<file path="src/rtl/pc_pkg.sv">
// Shared defaults and next-PC select encoding for the fetch PC sequencer.
package pc_pkg;

  localparam int          XLEN_DEF      = 32;
  localparam logic [31:0] RESET_VEC_DEF = 32'h0000_0000;
  localparam logic [31:0] EXC_VEC_DEF   = 32'h0000_0080;

  typedef enum logic [2:0] {
    SEL_EXC,
    SEL_REDIR,
    SEL_HOLD,
    SEL_RAS,
    SEL_SEQ
  } next_sel_e;

endpackage

</file>
<file path="src/rtl/ras_stack.sv">
// Circular return-address stack; entries are not reset, only the pointer and count.
module ras_stack #(
  parameter int DEPTH = 4,
  parameter int XLEN  = 32
) (
  input  logic            clk,
  input  logic            rst_n,
  input  logic            push,
  input  logic            pop,
  input  logic            flush,
  input  logic [XLEN-1:0] wdata,
  output logic [XLEN-1:0] top,
  output logic            empty,
  output logic            full
);

  localparam int PW = $clog2(DEPTH);
  localparam int CW = PW + 1;

  logic [XLEN-1:0] mem_q [DEPTH];
  logic [PW-1:0]   top_ptr_q, top_ptr_d;
  logic [CW-1:0]   count_q, count_d;
  logic            wr_en;
  logic [PW-1:0]   wr_ptr;
  logic            pop_ok;

  assign empty  = (count_q == '0);
  assign full   = (count_q == CW'(DEPTH));
  assign top    = mem_q[top_ptr_q];
  assign pop_ok = pop && !empty;

  always_comb begin
    top_ptr_d = top_ptr_q;
    count_d   = count_q;
    wr_en     = 1'b0;
    wr_ptr    = top_ptr_q;
    if (flush) begin
      count_d = '0;
    end else if (push && pop_ok) begin
      // Pop then push lands in the same slot: replace the top in place.
      wr_en = 1'b1;
    end else if (push) begin
      top_ptr_d = top_ptr_q + PW'(1);
      wr_ptr    = top_ptr_q + PW'(1);
      wr_en     = 1'b1;
      if (!full) count_d = count_q + CW'(1);
    end else if (pop_ok) begin
      top_ptr_d = top_ptr_q - PW'(1);
      count_d   = count_q - CW'(1);
    end
  end

  always_ff @(posedge clk or negedge rst_n) begin
    if (!rst_n) begin
      top_ptr_q <= '0;
      count_q   <= '0;
    end else begin
      top_ptr_q <= top_ptr_d;
      count_q   <= count_d;
    end
  end

  always_ff @(posedge clk) begin
    if (wr_en) mem_q[wr_ptr] <= wdata;
  end

endmodule

</file>
<file path="src/rtl/pc_sequencer.sv">
// Fetch PC generator: exception/redirect/stall/return-prediction priority mux over a PC register.
module pc_sequencer
  import pc_pkg::*;
#(
  parameter int              XLEN      = XLEN_DEF,
  parameter logic [XLEN-1:0] RESET_VEC = XLEN'(RESET_VEC_DEF),
  parameter logic [XLEN-1:0] EXC_VEC   = XLEN'(EXC_VEC_DEF),
  parameter int              INCR      = 4,
  parameter int              RAS_DEPTH = 4
) (
  input  logic            clk,
  input  logic            rst_n,
  input  logic            stall,
  input  logic            redirect_valid,
  input  logic [XLEN-1:0] redirect_target,
  input  logic            exc_valid,
  input  logic            call,
  input  logic            ret,
  output logic [XLEN-1:0] pc,
  output logic            ras_empty,
  output logic            ras_full,
  output logic            ras_underflow,
  output logic            misaligned
);

  localparam logic [XLEN-1:0] ALIGN_MASK = XLEN'(INCR - 1);

  next_sel_e       sel;
  logic [XLEN-1:0] pc_q, pc_d, pc_inc, ras_top;
  logic            ras_underflow_q, ras_underflow_d;
  logic            misaligned_q, misaligned_d;
  logic            advancing, ras_push, ras_pop, ras_flush;

  assign pc_inc = pc_q + XLEN'(INCR);

  always_comb begin
    sel = SEL_SEQ;
    if (exc_valid)              sel = SEL_EXC;
    else if (redirect_valid)    sel = SEL_REDIR;
    else if (stall)             sel = SEL_HOLD;
    else if (ret && !ras_empty) sel = SEL_RAS;
  end

  // The RAS only moves on cycles where the PC follows the instruction stream.
  assign advancing = (sel == SEL_RAS) || (sel == SEL_SEQ);
  assign ras_push  = advancing && call;
  assign ras_pop   = advancing && ret;
  assign ras_flush = (sel == SEL_EXC);

  always_comb begin
    pc_d            = pc_inc;
    ras_underflow_d = 1'b0;
    misaligned_d    = 1'b0;
    unique case (sel)
      SEL_EXC:   pc_d = EXC_VEC;
      SEL_REDIR: begin
        pc_d         = redirect_target & ~ALIGN_MASK;
        misaligned_d = |(redirect_target & ALIGN_MASK);
      end
      SEL_HOLD:  pc_d = pc_q;
      SEL_RAS:   pc_d = ras_top;
      SEL_SEQ:   ras_underflow_d = ret && !call;
      default:   pc_d = pc_inc;
    endcase
  end

  always_ff @(posedge clk or negedge rst_n) begin
    if (!rst_n) begin
      pc_q            <= RESET_VEC;
      ras_underflow_q <= 1'b0;
      misaligned_q    <= 1'b0;
    end else begin
      pc_q            <= pc_d;
      ras_underflow_q <= ras_underflow_d;
      misaligned_q    <= misaligned_d;
    end
  end

  ras_stack #(
    .DEPTH (RAS_DEPTH),
    .XLEN  (XLEN)
  ) u_ras (
    .clk   (clk),
    .rst_n (rst_n),
    .push  (ras_push),
    .pop   (ras_pop),
    .flush (ras_flush),
    .wdata (pc_inc),
    .top   (ras_top),
    .empty (ras_empty),
    .full  (ras_full)
  );

  assign pc            = pc_q;
  assign ras_underflow = ras_underflow_q;
  assign misaligned    = misaligned_q;

endmodule

</file>
<file path="config.mk">
export PLATFORM = sky130hd
export DESIGN_NAME = pc_sequencer
export DESIGN_NICKNAME = d
export VERILOG_FILES = /design/src/rtl/pc_pkg.sv /design/src/rtl/ras_stack.sv /design/src/rtl/pc_sequencer.sv
export SDC_FILE = /design/constraint.sdc
export NUM_CORES = 1
export LEC_CHECK = 0
export CORE_ASPECT_RATIO = 2
export CORE_MARGIN = 2
export CORE_UTILIZATION = 53
export DETAILED_ROUTE_END_ITERATION = 7
export MAX_ROUTING_LAYER = met4
export PLACE_DENSITY_LB_ADDON = 0.2
export SKIP_CTS_REPAIR_TIMING = 1
export SYNTH_ARGS = -nofsm -noshare
export SYNTH_HDL_FRONTEND = slang
export SYNTH_SLANG_ARGS = --single-unit
</file>
<file path="constraint.sdc">
create_clock -name clk -period 7.3 [get_ports clk]
set_clock_uncertainty 0.1 [all_clocks]
set_input_delay 0.73 -clock clk [delete_from_list [all_inputs] [get_ports clk]]
set_output_delay 0.73 -clock clk [all_outputs]
set_load 0.05 [all_outputs]
</file>
==> summary.md, run 1 <==
| Metric | Value |
|---|---|
| Run status | `finished clean` |
| Largest net degree at the start of global routing | `43` |
| RR Startpoint | `u_ras.top_ptr_q[0]` |
| CP startpoint kind | `input port` |
| Drt wl/cell | `25.8 um` |
| Crit-path cells | `clkdlybuf4s50_1 > nor3_1 > nand2_1 > ha_1 > and3_1 > nor3_1 > a31oi_1 > nor2_4` |
| YS warnings | `0` |
| GRT overflow | `0` |
| Crit. Startpoint | `redirect_valid` |
| CTS sink cnt | `167` |
| Max_cap viols | `0` |
| Layout Nets | `657` |
| CTS root buffer | `clkbuf_16` |
| Hold Path Class | `in2async` |
| Maximum clock insertion buffer count | `2` |
| Synth async-reset ratio | `23.4%` |
| Crit share post-route | `63.0%` |
| Leak pwr | `0.00321 uW` |
| CTS clock-pin slew for the worst setup and hold paths | `0.07 ns` |
| Final setup TNS | `0 ns` |
| H-tree level count | `4` |
| CTS Buf Count | `17` |
| Peak VDD IR | `0.208 mV` |
| Antenna violations before repair | `0` |
| Cell Area, Synth | `0.00776 mm^2` |
| Clock latency on the worst-skew pair | `0.44 ns` |
| Die W | `89.6 um` |
| Post-synthesis sequential area ratio | `62.1%` |
| Area delta synth->final | `18.7%` |
| Vias per inst | `6.54` |
| Residual DRC | `0` |
| CP Max Fanout | `32` |
| First drt pass iteration count | `5` |
| CTS tree | `done` |
| Req. time, crit path | `7.25 ns` |
| Remaining antenna violation count | `0` |
| GRT Util Overall | `29.4%` |
| Relative slew slack | `17.2%` |
| Crit end category | `flip-flop` |
| Seq cells post-synth | `167` |
| Boundary Pins | `75` |
| Drt total wl | `21.1 mm` |
| Total power | `2590 uW` |
| I/O Buffers | `74` |
| Maximum clock frequency | `217 MHz` |
| Final min period | `4.60 ns` |
| Die Span Y | `175 um` |
| RSZ-0062 raised after global routing | `no` |
| Non-Filler Instances | `819` |
| Synth Flop Type | `edfxtp_1` |
| Core Box Area | `0.0144 mm^2` |
| Diode count | `0` |
| Post-DP HPWL | `13.7 mm` |
| Unique cell type count in the Yosys netlist | `65` |
| Share of cells above drive strength 1 | `14.2%` |
| Slowest CP cell | `nor2_4` |
| Pwr dens | `281 mW/mm^2` |
| Most used cell, CP | `nor3_1` |
| Final max-slew violation count | `0` |
| First-pass GRT wire length | `31.8 mm` |
| Vias in the first global route | `5463` |
| Data arrival, critical path | `4.55 ns` |
| Setup violators final | `0` |
| Final hold vios | `0` |
| Syn Nets | `594` |
| Placement row count | `62` |
| Worst R2R Path Depth | `7` |
| Post-Syn Instances | `551` |
| Initial DRC count | `579` |
| Initial Util | `54.1%` |
| Setup Crit Path Kind | `in2reg` |
| Die area | `0.0157 mm^2` |
| Gp weighted congestion | `0.915` |
| Worst Tran Pin Value | `1.24 ns` |
| Post-synth EDFFs | `128` |
| Via count | `5358` |
| Crit-path max cell delay | `0.96 ns` |
| Avg Cell Area, Syn | `14.1 um^2` |
| Inst Count DP | `787` |
worst max-delay path, delay by kind of cell:
| family | cells | cell delay (ns) |
|---|---|---|
| and+or+nand+nor | 5 | 2.43 |
| adders and majority gates | 1 | 0.43 |
| buffers and inverters | 1 | 0.83 |
| AOI/OAI and AO/OA | 1 | 0.11 |
placed cells by master, fill, tap and decap left out, drive strengths merged, types with 4 or more instances in the layout:
cell             n
buf              4
and3             4
a31oi            9
clkbuf          17
nor2            29
nand2           32
dfrtp           39
o22ai            8
inv             25
xor2            11
mux2i            5
clkinvlp         4
a22o             5
nor3            24
a22oi           10
o21a             4
edfxtp         128
and4             7
o31a             4
xnor2           20
mux4            30
nand4            7
clkdlybuf4s50   73
nand3           20
o21ai           26
a21oi           25
sequential cells by signal (all words and copies together) (netlist names):
name,cells
misaligned,1
pc,32
ras_underflow,1
u_ras.count_q,3
u_ras.mem_q,128
u_ras.top_ptr_q,2
cells in the mapped netlist, types with 11 or more instances:
cell        n  share of area, %
xnor2_1    20               2.3
inv_1      20              0.97
nand3_1    19               1.2
nor2_1     27               1.3
mux4_2     30               8.7
dfrtp_1    39                13
xor2_1     11               1.2
edfxtp_1  128                50
o21ai_0    23               1.5
a21oi_1    24               1.5
nor3_1     22               1.4
nand2_1    31               1.5
metal layers:
| metal | GRT usage [%] | part of all wire [%] | routed length [um] |
|---|---|---|---|
| met1 | 35.4 | 35 | 7480 |
| met4 | 14.8 | 5.0 | 1060 |
| met2 | 47.0 | 53 | 11100 |
| met3 | 4.82 | 6.8 | 1430 |
| met5 | - | 0 | 0 |
cell type report:
type	instances	area, um^2
Fill cell	1069	5130
Sequential cell	167	4820
Multi-Input combinational cell	331	2700
Timing Repair Buffer	77	758
Clock buffer	17	425
Tap cell	192	240
Clock inverter	15	193
Inverter	20	75.1
power by group:
group | internal (uW) | switching, uW
Combinational | 224 | 266
Sequential | 1070 | 94.3
Clock | 545 | 391
metrics by stage:
stage | worst slack (ns) | utilization, % | instance area [um^2] | hold WS (ns)
finish | 2.70 | 64.2 | 9220 | 0.372
floorplan | 3.25 | - | 7760 | 0.334
CTS | 2.80 | 64.2 | 9220 | 0.404
detailed placement | 2.35 | 59.9 | 8600 | 0.415
global route | 2.51 | 64.2 | 9220 | 0.441
global placement | 2.57 | 59.9 | 8600 | 0.410
final timing paths:
kind	to	slack, ns
setup / recovery	u_ras.mem_q[2][22]	2.70
hold / removal	pc[4]	0.37
setup reg to reg	u_ras.mem_q[2][22]	3.67
hold reg to reg	pc[28]	0.43
max in group asynchronous	u_ras.top_ptr_q[1]	6.00
min in group clk	pc[28]	0.43
cell families after synthesis:
logic type	count (synthesis)	synth area share, %
buffers and inverters	53	3.55
XOR/XNOR	31	3.50
AO/OA/AOI/OAI	125	11.4
multiplexers	37	9.64
flip-flops	167	62.1
adder cells (fa/ha/maj)	4	0.741
AND/OR/NAND/NOR	134	9.09
(Power assumes the default switching activity.)
==> run 2, diff against run 1 <==
--- a/config.mk
+++ b/config.mk
@@ -7,7 +7,7 @@
 export LEC_CHECK = 0
 export CORE_ASPECT_RATIO = 2
 export CORE_MARGIN = 2
-export CORE_UTILIZATION = 53
+export CORE_UTILIZATION = 52
 export DETAILED_ROUTE_END_ITERATION = 7
 export MAX_ROUTING_LAYER = met4
 export PLACE_DENSITY_LB_ADDON = 0.2
==> constraint.sdc (replaced) <==
create_clock -name clk -period 3.7 [get_ports clk]
set_clock_uncertainty 0.1 [all_clocks]
set_input_delay 0.37 -clock clk [delete_from_list [all_inputs] [get_ports clk]]
set_output_delay 0.37 -clock clk [all_outputs]
set_load 0.05 [all_outputs]
==> run 2 against run 1 <==
Net effect:
- core utilization down 0.82 points
- global-route usage down 1.5 points
- via count down 1.4%
- cell area up 1.4%
- non-clock buffer count up 16
- die area up 1.9%
- critical path depth unchanged
- clock power up 91%
- count of clock-buffer cells in the layout up 3
- combinational power up 100%
- sequential share of layout area down 0.72 points
- critical path type unchanged
- critical endpoint is now u_ras.mem_q[3][2]
- largest cell class unchanged
- highest routed layer unchanged
==> summary.md, run 2 (synthesis gave the netlist of run 1 again) <==
| Metric | Value |
|---|---|
| Run status | `finished clean` |
| Largest net degree at the start of global routing | `42 (-2.3%)` |
| Vias per inst | `6.31 (-3.6%)` |
| Slowest CP cell | `nor2_4` |
| Residual DRC | `0 (unchanged)` |
| CTS Buf Count | `17 (unchanged)` |
| Worst Tran Pin Value | `1.08 ns (-0.158 ns)` |
| Final hold vios | `0 (unchanged)` |
| CTS root buffer | `clkbuf_16` |
| Vias in the first global route | `5533 (+1.3%)` |
| Clock power share | `35.4% (-0.7 points)` |
| Final min period | `2.92 ns` |
| Drt total wl | `20.7 mm (-1.8%)` |
| GRT overflow | `0 (unchanged)` |
| Antenna violations before repair | `0 (unchanged)` |
| Final Util | `63.4% (-0.82 points)` |
| First drt pass iteration count | `5 (unchanged)` |
| Crit share post-route | `78.9%` |
| Initial Util | `52.7% (-1.4 points)` |
| Diode count | `0 (unchanged)` |
| Largest register FFs | `128 (unchanged)` |
| Gp weighted congestion | `0.901 (-1.5%)` |
| P_int | `3650 uW (+98%)` |
| Die area | `0.0160 mm^2 (+1.9%)` |
| Design area | `0.00935 mm^2 (+1.4%)` |
| Die Span Y | `177 um (+0.94%)` |
| Fill cells | `1125 (+5.2%)` |
| Maximum clock insertion buffer count | `2 (unchanged)` |
| Remaining antenna violation count | `0 (unchanged)` |
| Max_cap viols | `0 (unchanged)` |
| DP Area | `0.00875 mm^2 (+1.7%)` |
| Core Box Area | `0.0147 mm^2 (+2.7%)` |
| Initial DRC count | `462 (-20%)` |
| Die W | `90.4 um (+0.92%)` |
| Switching Power | `1400 uW (+87%)` |
| Relative slew slack | `27.9% (+11 points)` |
| Clock latency on the worst-skew pair | `0.43 ns (about the same)` |
| CP startpoint kind | `input port` |
| Crit-path cells | `clkdlybuf4s50_1 > nor3_1 > nand2_1 > ha_1 > and3_1 > mux2_2 > a21oi_1 > nor2_4` |
| Leak pwr | `0.00330 uW (+2.7%)` |
| Pwr dens | `540 mW/mm^2 (+92%)` |
| Drt wl/cell | `24.7 um (-4.0%)` |
| CTS tree | `done` |
| Maximum clock frequency | `343 MHz` |
| Final setup margin | `0.781 ns (-1.92 ns)` |
| Final setup TNS | `0 ns (unchanged)` |
| Crit end category | `flip-flop` |
| Via count | `5284 (-1.4%)` |
| CTS sink cnt | `167 (unchanged)` |
| Total power | `5050 uW (+95%)` |
| Commonest cells after routing, fill and taps aside | `128 x edfxtp_1, 73 x clkdlybuf4s50_1, 37 x dfrtp_1, 31 x nand2_1, 30 x mux4_2` |
| Setup violators final | `0 (unchanged)` |
| GRT Util Overall | `27.9% (-1.5 points)` |
| DP Worst Slack | `0.347 ns (-2.01 ns)` |
| Layout Nets | `673 (+2.4%)` |
| Post-DP HPWL | `13.9 mm (+1.5%)` |
| Final max-slew violation count | `0 (unchanged)` |
| Area delta synth->final | `20.4%` |
| H-tree level count | `4 (unchanged)` |
| Sw Ratio | `27.8% (-1.2 points)` |
| Combinational share of power | `19.8% (+0.9 points)` |
| RSZ-0062 raised after global routing | `no` |
| Commonest non-fill, non-tap cell in the layout | `edfxtp_1` |
| Hold Path Class | `in2async` |
| First-pass GRT wire length | `31.9 mm (about the same)` |
| Seq pwr share | `44.9% (about the same)` |
| Setup Crit Path Kind | `in2reg` |
| Boundary Pins | `75 (unchanged)` |
| Req. time, crit path | `3.64 ns (-3.61 ns)` |
| CP Max Fanout | `32 (unchanged)` |
| Crit-path max cell delay | `0.86 ns (-0.10 ns)` |
| I/O Buffers | `74 (unchanged)` |
| Data arrival, critical path | `2.86 ns (-1.69 ns)` |
| CTS clock-pin slew for the worst setup and hold paths | `0.07 ns (about the same)` |
| Peak VDD IR | `0.327 mV (+57%)` |
| Largest reg by FF count | `u_ras.mem_q` |
| Placement row count | `63 (+1.6%)` |
| Share of cells above drive strength 1 | `16.0% (+1.8 points)` |
run 2: cell types whose count changed in the layout (fill, tap and decap cells not counted), sizes merged:
cell / previous run / this run
buf: 4 / 20
inv: 25 / 21
clkbuf: 17 / 20
clkinv: 3 / 6
clkinvlp: 4 / 2
run 2: cell type report:
| cell class | count | area (um^2) | area share (%) |
|---|---|---|---|
| multi-input cells | 331 | 2700 | 28.9 |
| well taps | 195 | 244 | 2.61 |
| repair buffers | 93 | 903 | 9.67 |
| inverters | 20 | 75.1 | 0.803 |
| flip-flops and latches | 167 | 4820 | 51.6 |
| clock buffers | 20 | 447 | 4.78 |
| clock inverters | 12 | 151 | 1.62 |
run 2: worst max-delay path: cells and delay by family:
family                   cells  cell delay (ns)
AND/OR/NAND/NOR              4             1.45
adder cells (fa/ha/maj)      1             0.33
AO/OA/AOI/OAI                1             0.09
buffers and inverters        1             0.43
multiplexers                 1             0.17
run 2: power by group through the flow:
stage          Clock, uW  Combinational, uW  Sequential, uW
3_3_place_gp           0                992            2300
6_report            1790                998            2270
3_5_place_dp           0               1000            2300
4_1_cts             1810               1010            2260
5_1_grt             1880               1060            2270
2_1_floorplan          0                674            2310
run 2: worst paths after layout:
kind / startpoint / end / slack [ns] / cells past startpoint
max in group asynchronous: rst_n / u_ras.top_ptr_q[1] / 2.77 / 1
setup reg to reg: u_ras.count_q[1] / u_ras.mem_q[3][2] / 0.99 / 5
min in group clk: redirect_target[5] / pc[5] / 0.41 / 3
hold / removal: rst_n / pc[17] / 0.03 / 1
setup / recovery: exc_valid / u_ras.mem_q[3][2] / 0.78 / 8
hold reg to reg: pc[28] / pc[28] / 0.46 / 1
run 2: per-stage QoR:
stage / hold slack [ns] / std cells
final: 0.0267 / 838
after global routing: 0.0791 / 838
after CTS: 0.0335 / 838
after detailed placement: 0.426 / 806
after global placement: 0.425 / 806
after floorplan: -0.0256 / 551
run 2: per-layer routing:
metal / GRT usage [%] / routed length [um] / part of all wire [%]
met5: - / 0 / 0
met4: 16.7 / 962 / 4.6
met3: 4.26 / 1230 / 5.9
met2: 47.2 / 11000 / 53
met1: 31.3 / 7570 / 37
==> run 3, diff against run 2 <==
==> constraint.sdc (replaced) <==
create_clock -name clk -period 2.6 [get_ports clk]
set_clock_uncertainty 0.1 [all_clocks]
set_input_delay 0.26 -clock clk [delete_from_list [all_inputs] [get_ports clk]]
set_output_delay 0.26 -clock clk [all_outputs]
set_load 0.05 [all_outputs]
==> run 3 against run 2 <==
Net effect:
- first-iteration DRC count up 2.6%
- critical path depth decreased by 6
- via count rose by 3.6%
- final cell count grew 4.5%
- register-to-register slack lost 0.78 ns
- largest cell class unchanged
==> summary.md, run 3 (synthesis gave the netlist of run 1 again) <==
| Metric | Value |
|---|---|
| Run status | `finished clean` |
| Post-DP HPWL | `15.7 mm (+13%)` |
| Final setup margin | `0.170 ns (-0.611 ns)` |
| Data arrival, critical path | `2.07 ns (-0.79 ns)` |
| Leak pwr | `0.00351 uW (+6.5%)` |
| Maximum clock insertion buffer count | `2 (unchanged)` |
| Commonest non-fill, non-tap cell in the layout | `edfxtp_1` |
| CP startpoint kind | `flip-flop` |
| Setup violators final | `0 (unchanged)` |
| Relative slew slack | `51.6% (+24 points)` |
| Initial Util | `52.7% (unchanged)` |
| Setup Crit Path Kind | `reg2out` |
| Die area | `0.0160 mm^2 (unchanged)` |
| Area delta synth->final | `25.4%` |
| CP Max Fanout | `6 (-81%)` |
| Drt wl/cell | `24.9 um (+0.59%)` |
| Largest register FFs | `128 (unchanged)` |
| GRT Util Overall | `29.1% (+1.2 points)` |
| Commonest cells after routing, fill and taps aside | `128 x edfxtp_1, 72 x clkdlybuf4s50_1, 46 x buf_4, 37 x dfrtp_1` |
| Final hold vios | `0 (unchanged)` |
| Final min period | `2.43 ns` |
| Largest reg by FF count | `u_ras.mem_q` |
| Via count | `5473 (+3.6%)` |
| Final max-slew violation count | `0 (unchanged)` |
| Die W | `90.4 um (unchanged)` |
| Vias in the first global route | `5631 (+1.8%)` |
| I/O Buffers | `74 (unchanged)` |
| Share of cells above drive strength 1 | `21.4% (+5.4 points)` |
| Vias per inst | `6.25 (-0.92%)` |
| CTS root buffer | `clkbuf_16` |
| Req. time, crit path | `2.24 ns (-1.40 ns)` |
| First drt pass iteration count | `5 (unchanged)` |
| H-tree level count | `4 (unchanged)` |
| Boundary Pins | `75 (unchanged)` |
| CTS sink cnt | `167 (unchanged)` |
| Final setup TNS | `0 ns (unchanged)` |
| Diode count | `0 (unchanged)` |
| Residual DRC | `0 (unchanged)` |
| Layout Nets | `711 (+5.6%)` |
| Core Box Area | `0.0147 mm^2 (unchanged)` |
| CTS clock-pin slew for the worst setup and hold paths | `0.07 ns (about the same)` |
| Drt total wl | `21.8 mm (+5.2%)` |
| Fill cells | `1114 (-0.98%)` |
| Hold Path Class | `in2async` |
| DP Worst Slack | `-0.0255 ns (-0.373 ns)` |
| CTS tree | `done` |
| Pwr dens | `738 mW/mm^2 (+37%)` |
| Clock latency on the worst-skew pair | `0.43 ns (about the same)` |
| Crit end category | `output pin` |
| CTS Buf Count | `17 (unchanged)` |
| Crit share post-route | `93.5%` |
| Remaining antenna violation count | `0 (unchanged)` |
| Max_cap viols | `0 (unchanged)` |
| Antenna violations before repair | `0 (unchanged)` |
| RSZ-0062 raised after global routing | `no` |
| Gp weighted congestion | `0.983 (+9.1%)` |
| Initial DRC count | `474 (+2.6%)` |
| Worst Tran Pin Value | `0.726 ns (-0.354 ns)` |
| Peak VDD IR | `0.611 mV (+87%)` |
| Largest net degree at the start of global routing | `31 (-26%)` |
| GRT overflow | `0 (unchanged)` |
| Die Span Y | `177 um (unchanged)` |
| First-pass GRT wire length | `33.1 mm (+4.0%)` |
| Maximum clock frequency | `411 MHz` |
| Placement row count | `63 (unchanged)` |
[run 3: cell count changes in the layout (fill, tap and decap cells not counted), sizes merged, moves of 3 or more]
cell | before | now
clkinv | 6 | 0
inv | 21 | 29
clkbuf | 20 | 17
bufinv | 3 | 0
buf | 20 | 57
clkinvlp | 2 | 6
[run 3: metal layers]
metal	GRT usage, %	share of wire [%]	vias to the layer above	routed length (um)
met3	5.24	5.1	79	1110
li1	-	-	2394	-
met1	31.9	37	2745	7960
met5	-	0	-	0
met2	49.2	52	255	11400
met4	17.9	6.1	0	1340
[run 3: per-stage QoR]
stage,hold slack [ns],instances,util [%],instance area (um^2),power (uW)
2_1_floorplan,-0.136,551,-,7840,4300
3_3_place_gp,0.240,843,62.2,9160,4820
3_5_place_dp,0.242,843,62.2,9160,4850
4_1_cts,-0.219,875,65.9,9720,7220
5_1_grt,0.330,876,66.0,9730,7430
6_report,0.316,876,66.0,9730,7180
[run 3: cell type report]
cell class | instances | area (um^2) | area share [%]
sequential | 167 | 4820 | 49.5
clock buffer | 17 | 425 | 4.37
multi-input combinational | 331 | 2740 | 28.2
inverter | 20 | 75.1 | 0.771
clock inverter | 15 | 131 | 1.35
tap | 195 | 244 | 2.51
timing repair buffer | 131 | 1290 | 13.3
[run 3: path summary, 6_finish.rpt]
kind,startpoint,to,slack (ns),cells past startpoint
max in group asynchronous,rst_n,pc[7],1.53,3
max,u_ras.count_q[1],ras_empty,0.17,2
min in group clk,redirect_target[0],misaligned,0.32,2
max reg2reg,u_ras.count_q[1],u_ras.mem_q[1][20],0.21,6
min reg2reg,pc[28],pc[28],0.43,1
min,rst_n,pc[18],0.32,2
[run 3: worst max-delay path, cell delays in order, from the launching register on]
cell and delay, ns:
dfrtp_1 0.46, nor3_1 0.32, clkdlybuf4s50_1 0.86
[run 3: power by group]
part | internal (uW) | switching (uW) | total [uW]
registers | 3010 | 171 | 3190
logic | 737 | 875 | 1610
clock network | 1260 | 1130 | 2390
total | 5010 | 2170 | 7180
